`src/rtl/demux12_buf.sv`:
```
// Buffered 1-to-2 demultiplexer: one valid/ready input steered by I_sel into two
// independent FIFOs, each with its own valid/ready output channel.
module demux12_buf #(
    parameter int WIDTH = 32,
    parameter int DEPTH = 2,
    localparam int CW = $clog2(DEPTH) + 1
) (
    input  logic             clk,
    input  logic             rst,
    input  logic [WIDTH-1:0] I_data,
    input  logic             I_sel,
    input  logic             I_valid,
    output logic             I_ready,
    output logic [WIDTH-1:0] O0_data,
    output logic             O0_valid,
    input  logic             O0_ready,
    output logic [CW-1:0]    O0_count,
    output logic [WIDTH-1:0] O1_data,
    output logic             O1_valid,
    input  logic             O1_ready,
    output logic [CW-1:0]    O1_count
);

    localparam int PW = $clog2(DEPTH);

    logic [WIDTH-1:0] mem [2][DEPTH];
    logic [PW-1:0]    wr_ptr [2];
    logic [PW-1:0]    rd_ptr [2];
    logic [CW-1:0]    count  [2];
    logic [1:0]       full;
    logic [1:0]       valid;
    logic [1:0]       push;
    logic [1:0]       pop;

    assign full[0]  = (count[0] == CW'(DEPTH));
    assign full[1]  = (count[1] == CW'(DEPTH));
    assign valid[0] = (count[0] != '0);
    assign valid[1] = (count[1] != '0);

    // No full-bypass: acceptance looks only at registered occupancy of the target
    assign I_ready = I_sel ? ~full[1] : ~full[0];

    assign push[0] = I_valid & I_ready & ~I_sel;
    assign push[1] = I_valid & I_ready & I_sel;
    assign pop[0]  = valid[0] & O0_ready;
    assign pop[1]  = valid[1] & O1_ready;

    assign O0_data  = mem[0][rd_ptr[0]];
    assign O1_data  = mem[1][rd_ptr[1]];
    assign O0_valid = valid[0];
    assign O1_valid = valid[1];
    assign O0_count = count[0];
    assign O1_count = count[1];

    // Pointers wrap naturally since DEPTH is a power of two; full/empty come from count
    always_ff @(posedge clk or posedge rst) begin
        if (rst) begin
            for (int k = 0; k < 2; k++) begin
                wr_ptr[k] <= '0;
                rd_ptr[k] <= '0;
                count[k]  <= '0;
                for (int i = 0; i < DEPTH; i++) begin
                    mem[k][i] <= '0;
                end
            end
        end else begin
            for (int k = 0; k < 2; k++) begin
                if (push[k]) begin
                    mem[k][wr_ptr[k]] <= I_data;
                    wr_ptr[k]         <= wr_ptr[k] + 1'b1;
                end
                if (pop[k]) begin
                    rd_ptr[k] <= rd_ptr[k] + 1'b1;
                end
                count[k] <= count[k] + CW'(push[k]) - CW'(pop[k]);
            end
        end
    end

endmodule

```
`config.mk`:
```
export PLATFORM = sky130hd
export DESIGN_NAME = demux12_buf
export DESIGN_NICKNAME = d
export VERILOG_FILES = /design/src/rtl/demux12_buf.sv
export SDC_FILE = /design/constraint.sdc
export NUM_CORES = 1
export LEC_CHECK = 0
export CAP_MARGIN = 0
export CORE_ASPECT_RATIO = 0.7
export CORE_MARGIN = 8
export CORE_UTILIZATION = 50
export CTS_CLUSTER_SIZE = 12
export DETAILED_ROUTE_END_ITERATION = 16
export PLACE_DENSITY_LB_ADDON = 0.08
export SKIP_CTS_REPAIR_TIMING = 1
export SLEW_MARGIN = 20
export SYNTH_ARGS = -nofsm -noshare
export SYNTH_HDL_FRONTEND = slang
export SYNTH_SLANG_ARGS = --single-unit
```
`constraint.sdc`:
```
create_clock -name clk -period 11.4 [get_ports clk]
set_input_delay 2.28 -clock clk [delete_from_list [all_inputs] [get_ports clk]]
set_output_delay 2.28 -clock clk [all_outputs]
set_load 0.03 [all_outputs]
```
==> implementation parameters, run 1 <==
Parameter                              Value

Outcome
  Result of the run ... complete, no violations

Finish
  Final core utilization ... 66.5%
  Fraction of final layout cells with drive strength greater than 1 ... 45.6%
  Reg area ... 3400 um2
  Multi-input gate area ... 2400 um2
  Number of nets in the layout ... 533
  Final antenna diode count ... 0
  Area overhead of the layout relative to synthesis ... 30.1%
  Fillers ... between 800 and 900

Synthesis
  Number of enable flip-flop cells after synthesis ... 0
  Fraction of the mapped netlist area in simple logic gates ... 1.83%
  Sequential share of the synthesized area ... 57.2%
  Synth warn ... 0
  Count of different cell masters after synthesis ... 23
  Largest family of logic cells by synthesized area ... multiplexers
  Most instantiated flip-flop cell in the synthesis netlist ... dfrtp_1
  Compound-gate portion of the synthesized area ... 0.0841%
  Post-Synth Adder-Cell Area ... less than 1%
  Gate count after technology mapping ... 380
  Mux cell area share after synthesis ... 36.3%
  Synthesized Nets ... 422
  Share of async-settable or async-resettable flops after synthesis ... 100%
  Number of synthesized register bits ... roughly 140
  Post-synthesis xor/xnor area fraction ... 1.18%
  Post-synthesis instance area ... 5950 um2
  Per-instance average area after synthesis ... 15.7 um2

Worst setup path
  Count of cell instances traversed by the critical path ... 4
  Largest stage delay, worst path ... 690 ps
  Top delay family on crit path ... buffers and inverters
  Cell repeated most along the worst path ... clkdlybuf4s50_1
  Worst path buffer plus inverter count ... 2
  Cell depth of the worst flop-to-flop path ... 3
  Crit path cell chain ... clkdlybuf4s50_1 -> nor2_1 -> a21oi_1 -> clkdlybuf4s50_1
  Library cell contributing the largest single delay on the critical path ... clkdlybuf4s50_1
  Data required time at the worst endpoint ... 9120 ps
  Data arrival time of the critical path ... 3780 ps
  Highest fanout seen on the critical path ... 8
  Critical setup path kind ... input port to output port
  Critical path endpoint category ... output port
  Kind of launch point of the worst setup path ... input port

Power and ir drop
  Net switching power of the design ... 0.00105 W
  Share of total power in sequential cells ... 31.1%
  Clock network fraction of design power ... 19.8%
  VDD IR-drop max ... 0.000232 V
  Cell internal pwr ... 0.00179 W
  Switching part of the total ... 37.0%
  LEAKAGE ... approximately 3.2 nW
  PD cells ... 366 nW/um2
  Combinational share of power ... around half

Floorplan
  Die height ... 107 um
  Area enclosed by the die boundary ... 15700 um2
  Die outline width ... about 150 um
  Standard-cell rows ... 33
  I/O pins ... 109
  Core region area ... roughly 12000 um2
  Initial Util ... 51.1%

Route
  DRC violations left ... 0
  Length of the first detailed-routing pass in iterations ... 4
  Wire length per cell after detailed routing ... 19.4 um
  Detailed-route vias per instance ... 5.29
  Total vias in the final route ... roughly 3500
  Wirelength, routed ... 12900 um
  Count of routing violations after the opening detailed-route iteration ... around 130
  Remaining antenna violation count ... 0

CTS
  Clock root buffer ... clkbuf_16
  CTS tree ... done
  Number of buffers inserted during clock tree synthesis ... 17
  Maximum level of the CTS H-tree ... 4
  TritonCTS Sinks ... roughly 140
  Clock latency on the worst-skew pair ... 410 ps
  Clock transition at the registers of the reported paths ... 60 ps
  Maximum count of clock buffers along a single path ... 2

GRT
  GRT Residual Overflow ... 0
  Antenna violations before repair ... 0
  Global-route wire length before repair ... between 20000 and 25000 um
  Via count of the first global-routing pass ... 4107
  Overall routing resource usage ... 17.3%
  Largest net degree at the start of global routing ... 73

Timing
  Sum of negative setup slack ... 0 ps
  Minimum clock period ... 6060 ps
  Highest attainable clock frequency ... 165 MHz
  Part of the cycle the worst path needs ... 53.2%
  Worst-case headroom to the max-slew limit ... about a third
  Unrepaired setup endpoints after global routing ... false
  Final number of hold-violating endpoints ... 0
  Final clock skew ... between 10 and 15 ps
  Max-slew violation total from the final report ... 0
  Final setup violation count ... 0
  Worst Tran Pin Value ... 1020 ps

Job
  Max capacitance violation total ... 0

Place
  Input/output buffers ... 108
  Placed wire-length estimate ... between 8000 and 9000 um
  Placer congestion estimate ... 0.697

Hold path
  Hold path depth ... 1
  Hold WC Path Type ... flop to flop
[final timing paths]
kind                              from        end  slack, ps
min                           mem[119]   mem[119]        490
min in group asynchronous          rst    mem[31]       2320
min reg2reg                   mem[119]   mem[119]        490
max                              I_sel    I_ready       5340
max in group asynchronous          rst  rd_ptr[0]       7730
max reg2reg                O0_count[1]   mem[107]       9300
[final cells by class]
class                      instances  area share (%)
timing repair buffer             113            14.4
sequential                       136            44.0
tap                              157            2.54
clock inverter                    14            2.23
clock buffer                      18            5.67
inverter                           3           0.210
multi-input combinational        220            30.9
[state kept, by name (all words and copies together) (netlist names)]
register	flops
mem	128
wr_ptr	2
O0_count	2
O1_count	2
rd_ptr	2
[Yosys cell counts (all sizes together) (2+ instances only)]
cell	instances	area share, %
buf	19	2.2
ha	4	0.84
and2	2	0.21
clkbuf	2	0.13
inv	3	0.19
mux2	192	36
xnor2	6	0.88
xor2	2	0.29
nand2b	2	0.21
dfrtp	136	57
or2	2	0.21
[power by group through the flow]
| stage | logic (W) | registers (W) | clock network [W] |
|---|---|---|---|
| after floorplan | 0.000953 | 0.000832 | 0 |
| after global placement | 0.00138 | 0.000868 | 0 |
| after detailed placement | 0.00141 | 0.000889 | 0 |
| after CTS | 0.00142 | 0.000885 | 0.000571 |
| after global routing | 0.00147 | 0.000920 | 0.000595 |
| final | 0.00139 | 0.000883 | 0.000561 |
[logic make-up after synthesis]
logic type      Yosys count
xor+xnor                  8
compound gates            1
fa+ha+maj                 4
simple gates             15
flops                   136
buf+inv                  24
mux                     192
[cells in the final DEF, fill, tap and decap left out]
cell	count
and2_1	2
nand2b_1	2
clkinv_4	1
ha_1	4
nand3b_1	1
mux2_1	5
nand3_1	1
and4bb_2	1
nand4_1	1
clkinv_2	2
nor2_1	1
buf_4	5
clkinvlp_4	5
inv_6	4
dfrtp_2	1
clkdlybuf4s50_1	108
nand4b_1	1
bufinv_16	3
xnor2_1	6
nor3_4	1
dfrtp_1	135
or2_2	2
mux2_2	187
inv_1	2
and2b_1	1
xor2_1	2
clkbuf_8	1
clkbuf_16	17
a21oi_1	1
nand2_1	1
[metal layers]
metal	vias up	wire (um)	global-route usage, %
met5	-	0	0
met4	0	131	5.71
li1	1584	-	-
met3	12	627	5.75
met1	1832	5750	20.6
met2	67	6340	29.4
[metrics by stage]
stage / instance area, um2 / hold slack (ps) / instances / worst slack (ps) / total power (W)
floorplan: 5950 / 454 / 380 / 5480 / 0.00179
global placement: 7130 / 464 / 629 / 5400 / 0.00225
detailed placement: 7130 / 474 / 629 / 5330 / 0.00229
CTS: 7740 / 489 / 661 / 5320 / 0.00287
global route: 7740 / 507 / 661 / 5220 / 0.00299
finish: 7740 / 485 / 661 / 5340 / 0.00284
Note: power is estimated with default switching activity, not from simulation.
==> run 2, diff against run 1 <==
==> constraint.sdc (replaced) <==
create_clock -name clk -period 5.9 [get_ports clk]
set_input_delay 1.18 -clock clk [delete_from_list [all_inputs] [get_ports clk]]
set_output_delay 1.18 -clock clk [all_outputs]
set_load 0.03 [all_outputs]
==> run 2 against run 1 <==
Routed wire length shrank 0.93%. Register-to-register slack lost 5500 ps. Largest power group unchanged. Cell area grew 0.24%. Non-clock buffer count is the same. Via count shrank 1.1%. Global-route usage shrank 0.30 points. Sequential share of layout area shrank 0.11 points. Combinational power grew 94%. Sequential power grew 94%.
==> implementation parameters, run 2 (synthesis gave the netlist of run 1 again) <==
Parameter                              Value

Outcome
  Result of the run ... complete, no violations (unchanged)

Route
  DRC violations left ... 0 (unchanged)
  Count of routing violations after the opening detailed-route iteration ... 129 (was 125)
  Total vias in the final route ... 3455 (was 3495)
  Length of the first detailed-routing pass in iterations ... 4 (unchanged)
  Remaining antenna violation count ... 0 (unchanged)
  Wirelength, routed ... 12700 um (was 12900 um)
  Detailed-route vias per instance ... 5.23 (was 5.29)
  Wire length per cell after detailed routing ... 19.3 um (was 19.4 um)

CTS
  CTS tree ... done (unchanged)
  Number of buffers inserted during clock tree synthesis ... 17 (unchanged)
  Clock transition at the registers of the reported paths ... 60 ps (about the same)
  Maximum level of the CTS H-tree ... 4 (unchanged)
  Clock latency on the worst-skew pair ... 400 ps (was 410 ps)
  Clock root buffer ... clkbuf_16 (unchanged)
  TritonCTS Sinks ... 136 (unchanged)
  Maximum count of clock buffers along a single path ... 2 (unchanged)

Finish
  Largest Register ... mem (unchanged)
  Final antenna diode count ... 0 (unchanged)
  Final Non-Filler Cells ... 661 (unchanged)
  Fraction of final layout cells with drive strength greater than 1 ... 45.4% (was 45.6%)
  Highest-count cells in the layout ignoring fill and taps ... mux2_2 (187), dfrtp_1 (135), clkdlybuf4s50_1 (108) (unchanged)
  Number of flip-flops in the largest register ... 128 (unchanged)
  Most common library cell in the layout ignoring fill and taps ... mux2_2 (unchanged)
  Fillers ... 827 (was 850)
  Number of nets in the layout ... 533 (unchanged)
  Area overhead of the layout relative to synthesis ... 30.4% (was 30.1%)

Power and ir drop
  Post-layout power ... 0.00550 W (was 0.00284 W)
  LEAKAGE ... 3.26 nW (was 3.23 nW)
  PD cells ... 709 nW/um2 (was 366 nW/um2)
  VDD IR-drop max ... 0.000440 V (was 0.000232 V)

Timing
  Max-slew violation total from the final report ... 0 (unchanged)
  Minimum clock period ... 3820 ps
  Unrepaired setup endpoints after global routing ... false (unchanged)
  Highest attainable clock frequency ... 262 MHz
  Final number of hold-violating endpoints ... 0 (unchanged)
  Part of the cycle the worst path needs ... between 60% and 70%
  Final clock skew ... 5.34 ps (was 10.6 ps)
  Worst-case headroom to the max-slew limit ... 30.8% (was 32.1%)
  Sum of negative setup slack ... 0 ps (unchanged)
  Worst Tran Pin Value ... 1040 ps (was 1020 ps)
  Worst hold slack ... 493 ps (was 485 ps)
  Final setup violation count ... 0 (unchanged)

Hold path
  End point of the worst hold path ... mem[119] (unchanged)
  Hold path depth ... 1 (unchanged)
  Hold WC Path Type ... flop to flop (unchanged)
  Critical hold path startpoint ... mem[119] (unchanged)

Floorplan
  I/O pins ... 109 (unchanged)
  Die height ... 107 um (unchanged)
  Die outline width ... 146 um (unchanged)
  Area enclosed by the die boundary ... 15700 um2 (unchanged)
  Initial Util ... 51.1% (unchanged)
  Core region area ... 11600 um2 (unchanged)
  Standard-cell rows ... 33 (unchanged)

Place
  Input/output buffers ... 108 (unchanged)
  Placer congestion estimate ... 0.713 (was 0.697)
  Placed wire-length estimate ... 8040 um (was 8210 um)
  Inst Count DP ... 629 (unchanged)

Worst setup path
  Data arrival time of the critical path ... 2640 ps (was 3780 ps)
  Kind of launch point of the worst setup path ... input port (unchanged)
  Largest stage delay, worst path ... 690 ps (about the same)
  Library cell contributing the largest single delay on the critical path ... clkdlybuf4s50_1 (unchanged)
  Crit path cell chain ... clkdlybuf4s50_1 -> nor2_1 -> a21oi_1 -> clkdlybuf4s50_1 (unchanged)
  Critical setup path kind ... input port to output port (unchanged)
  R2R Path End ... mem[126] (was mem[107])
  Data required time at the worst endpoint ... 4720 ps (was 9120 ps)
  Reg-to-reg setup timing slack ... 3810 ps (was 9300 ps)
  Reg2Reg Launch Point ... O0_count[0] (was O0_count[1])
  Critical path startpoint ... I_sel (unchanged)
  Critical path endpoint category ... output port (unchanged)
  Cell repeated most along the worst path ... clkdlybuf4s50_1 (unchanged)
  Highest fanout seen on the critical path ... 8 (unchanged)
  Cell depth of the worst flop-to-flop path ... 3 (unchanged)

GRT
  Overall routing resource usage ... 17.0% (was 17.3%)
  Via count of the first global-routing pass ... 3943 (was 4107)
  GRT Residual Overflow ... 0 (unchanged)
  Antenna violations before repair ... 0 (unchanged)
  Global-route wire length before repair ... 20900 um (was 21500 um)
  Largest net degree at the start of global routing ... 82 (was 73)

Job
  Max capacitance violation total ... 0 (unchanged)
run 2: cell type report:
cell class,instances,area [um2],share of cell area [%]
clock buffers,20,457,5.88
clock inverters,12,174,2.24
inverters,3,16.3,0.210
multi-input cells,220,2400,30.9
flip-flops and latches,136,3400,43.9
well taps,157,196,2.53
repair buffers,113,1120,14.4
run 2: per-stage QoR:
step	setup slack, ps	area, um2	util (%)
global route	2020	7760	66.7
CTS	2080	7760	66.7
detailed placement	2100	7130	61.3
global placement	2090	7130	61.3
floorplan	1080	5950	-
finish	2080	7760	66.7
run 2: how the worst max path moves through the flow:
stage | to | cells past startpoint
final | I_ready | 4
after global routing | I_ready | 4
after CTS | I_ready | 4
after detailed placement | I_ready | 4
after global placement | I_ready | 4
after floorplan | O0_count[0] | 1
run 2: worst max-delay path, delay by kind of cell:
kind,cells,cell delay (ps)
compound gates,1,110
buf+inv,2,1270
simple gates,1,80
run 2: where the power goes:
part           leakage (nW)  internal (W)  switching (W)
logic                  1.33       0.00136        0.00133
clock network         0.310      0.000728       0.000380
registers              1.62       0.00141       0.000293
run 2: metal layers:
layer,vias up,track usage (%),wire (um)
met1,1790,21.0,5650
met5,-,0,0
met4,0,4.10,116
met3,11,6.68,729
met2,71,27.8,6240
li1,1583,-,-
==> run 3, diff against run 2 <==
--- a/config.mk
+++ b/config.mk
@@ -8,7 +8,7 @@
 export CAP_MARGIN = 0
 export CORE_ASPECT_RATIO = 0.7
 export CORE_MARGIN = 8
-export CORE_UTILIZATION = 50
+export CORE_UTILIZATION = 47
 export CTS_CLUSTER_SIZE = 12
 export DETAILED_ROUTE_END_ITERATION = 16
 export PLACE_DENSITY_LB_ADDON = 0.08
==> constraint.sdc (replaced) <==
create_clock -name clk -period 3.4 [get_ports clk]
set_input_delay 0.68 -clock clk [delete_from_list [all_inputs] [get_ports clk]]
set_output_delay 0.68 -clock clk [all_outputs]
set_load 0.03 [all_outputs]
==> run 3 against run 2 <==
Register-to-register slack got worse by 2400 ps. Global-route usage increased by 0.32 points. Sequential cell count unchanged. Worst setup slack got worse by 1800 ps. Count of clock-buffer cells in the layout rose by 1. Clock power rose by 69%. Non-clock buffer count rose by 9. Final cell count grew 2.1%. Highest routed layer unchanged.
==> implementation parameters, run 3 (synthesis gave the netlist of run 1 again) <==
Parameter                              Value

Timing
  Unrepaired setup endpoints after global routing ... false (unchanged)
  Part of the cycle the worst path needs ... 92.0%
  Final number of hold-violating endpoints ... 0 (unchanged)
  Max-slew violation total from the final report ... 0 (unchanged)
  Minimum clock period ... 3130 ps
  Final setup violation count ... 0 (unchanged)
  Highest attainable clock frequency ... 320 MHz
  Worst Tran Pin Value ... 641 ps (was 1040 ps)
  Final clock skew ... 9.33 ps (was 5.34 ps)
  Sum of negative setup slack ... 0 ps (unchanged)
  Worst-case headroom to the max-slew limit ... 57.3% (was 30.8%)

Floorplan
  Initial Util ... 48.1% (was 51.1%)
  Standard-cell rows ... 34 (was 33)
  Die height ... 110 um (was 107 um)
  Area enclosed by the die boundary ... 16600 um2 (was 15700 um2)
  Core region area ... 12400 um2 (was 11600 um2)
  Die outline width ... 150 um (was 146 um)
  I/O pins ... 109 (unchanged)

Route
  Remaining antenna violation count ... 0 (unchanged)
  Wire length per cell after detailed routing ... 19.6 um (was 19.3 um)
  Count of routing violations after the opening detailed-route iteration ... 84 (was 129)
  Detailed-route vias per instance ... 5.21 (was 5.23)
  Length of the first detailed-routing pass in iterations ... 4 (unchanged)
  Total vias in the final route ... 3517 (was 3455)
  DRC violations left ... 0 (unchanged)
  Wirelength, routed ... 13200 um (was 12700 um)

Worst setup path
  R2R Path End ... mem[100] (was mem[126])
  Critical setup path kind ... flop to output port (was input port to output port)
  Crit path cell chain ... buf_4 -> mux2_2 -> clkdlybuf4s50_1 (was clkdlybuf4s50_1 -> nor2_1 -> a21oi_1 -> clkdlybuf4s50_1)
  Data arrival time of the critical path ... 2450 ps (was 2640 ps)
  Kind of launch point of the worst setup path ... flop (was input port)
  Highest fanout seen on the critical path ... 22 (was 8)
  Largest stage delay, worst path ... 780 ps (was 690 ps)
  Critical path endpoint category ... output port (unchanged)
  Reg-to-reg setup timing slack ... 1460 ps (was 3810 ps)
  Critical path startpoint ... rd_ptr[1] (was I_sel)
  Worst path buffer plus inverter count ... 2 (unchanged)
  Reg2Reg Launch Point ... O0_count[0] (unchanged)
  Cell depth of the worst flop-to-flop path ... 4 (was 3)
  Data required time at the worst endpoint ... 2720 ps (was 4720 ps)
  Capture point of the critical path ... O0_data[4] (was I_ready)
  Count of cell instances traversed by the critical path ... 3 (was 4)
  Library cell contributing the largest single delay on the critical path ... dfrtp_2 (was clkdlybuf4s50_1)
  Top delay family on crit path ... buffers and inverters (unchanged)

Finish
  Highest-count cells in the layout ignoring fill and taps ... mux2_2 (187), dfrtp_1 (134), clkdlybuf4s50_1 (108) (was mux2_2 (187), dfrtp_1 (135), clkdlybuf4s50_1 (108))
  Most common library cell in the layout ignoring fill and taps ... mux2_2 (unchanged)
  Reg area ... 3410 um2 (was 3400 um2)
  Final antenna diode count ... 0 (unchanged)
  Area overhead of the layout relative to synthesis ... 32.1% (was 30.4%)
  Largest Register ... mem (unchanged)
  Number of nets in the layout ... 542 (was 533)
  Multi-input gate area ... 2400 um2 (unchanged)
  Number of flip-flops in the largest register ... 128 (unchanged)
  Final core utilization ... 63.5% (was 66.7%)
  Fillers ... 909 (was 827)
  Fin area ... 7860 um2 (was 7760 um2)
  Fraction of final layout cells with drive strength greater than 1 ... 46.6% (was 45.4%)

GRT
  Via count of the first global-routing pass ... 3982 (was 3943)
  Overall routing resource usage ... 17.3% (was 17.0%)
  Antenna violations before repair ... 0 (unchanged)
  Largest net degree at the start of global routing ... 39 (was 82)
  Global-route wire length before repair ... 21600 um (was 20900 um)
  GRT Residual Overflow ... 0 (unchanged)

CTS
  TritonCTS Sinks ... 136 (unchanged)
  Maximum count of clock buffers along a single path ... 2 (unchanged)
  Maximum level of the CTS H-tree ... 4 (unchanged)
  Clock latency on the worst-skew pair ... 410 ps (was 400 ps)
  Clock transition at the registers of the reported paths ... 60 ps (about the same)
  CTS tree ... done (unchanged)
  Number of buffers inserted during clock tree synthesis ... 17 (unchanged)
  Clock root buffer ... clkbuf_16 (unchanged)

Job
  Max capacitance violation total ... 0 (unchanged)

Outcome
  Result of the run ... complete, no violations (unchanged)

Place
  Placer congestion estimate ... 0.770 (was 0.713)
  Placement Cell Area ... 7240 um2 (was 7130 um2)
  Placed wire-length estimate ... 8860 um (was 8040 um)
  Input/output buffers ... 108 (unchanged)

Power and ir drop
  Post-layout power ... 0.00957 W (was 0.00550 W)
  LEAKAGE ... 3.29 nW (was 3.26 nW)
  PD cells ... 1220 nW/um2 (was 709 nW/um2)
  VDD IR-drop max ... 0.000794 V (was 0.000440 V)

Hold path
  Hold WC Path Type ... flop to flop (unchanged)
  Hold path depth ... 1 (unchanged)
run 3: changes by cell type in the layout (fill, tap and decap cells not counted), moves of 2 or more:
cell        previous run  this run
clkinv_2               4         2
clkinv_4               3         1
clkinvlp_4             1         6
buf_12                 0         3
buf_4                  5        11
run 3: how the worst min path moves through the flow:
| stage | end | slack, ps | from |
|---|---|---|---|
| final | mem[119] | 480 | mem[119] |
| after global routing | mem[119] | 500 | mem[119] |
| after CTS | mem[119] | 490 | mem[119] |
| after detailed placement | mem[115] | 470 | mem[115] |
| after global placement | mem[116] | 460 | mem[116] |
| after floorplan | mem[115] | 450 | mem[115] |
run 3: worst reg2reg max path: cells and delay by family (launching register included):
kind	cells	cell delay [ps]
buffers and inverters	1	260
flip-flops	1	390
multiplexers	1	360
AND/OR/NAND/NOR	2	810
run 3: metal layers:
metal / vias up / wire length, um / track usage [%]
met1: 1830 / 6150 / 22.6
met3: 8 / 798 / 5.63
met5: - / 0 / 0
met2: 80 / 6220 / 27.0
li1: 1599 / - / -
met4: 0 / 73 / 5.97
run 3: report_power, final:
| part | switching, W | leakage, nW | internal, W |
|---|---|---|---|
| registers | 0.000507 | 1.61 | 0.00245 |
| logic | 0.00232 | 1.39 | 0.00241 |
| clock network | 0.000673 | 0.287 | 0.00121 |
run 3: stage by stage:
step | worst slack, ps | std cells | hold WS, ps
floorplan | 1030 | 380 | 454
global placement | 592 | 643 | 465
detailed placement | 576 | 643 | 472
CTS | 248 | 675 | 488
global route | 180 | 675 | 502
finish | 273 | 675 | 484
run 3: layout make-up:
type / instances / share of cell area [%]
Clock buffer: 21 / 5.99
Multi-Input combinational cell: 220 / 30.5
Clock inverter: 11 / 1.86
Tap cell: 162 / 2.58
Inverter: 3 / 0.191
Timing Repair Buffer: 122 / 15.6
Sequential cell: 136 / 43.3
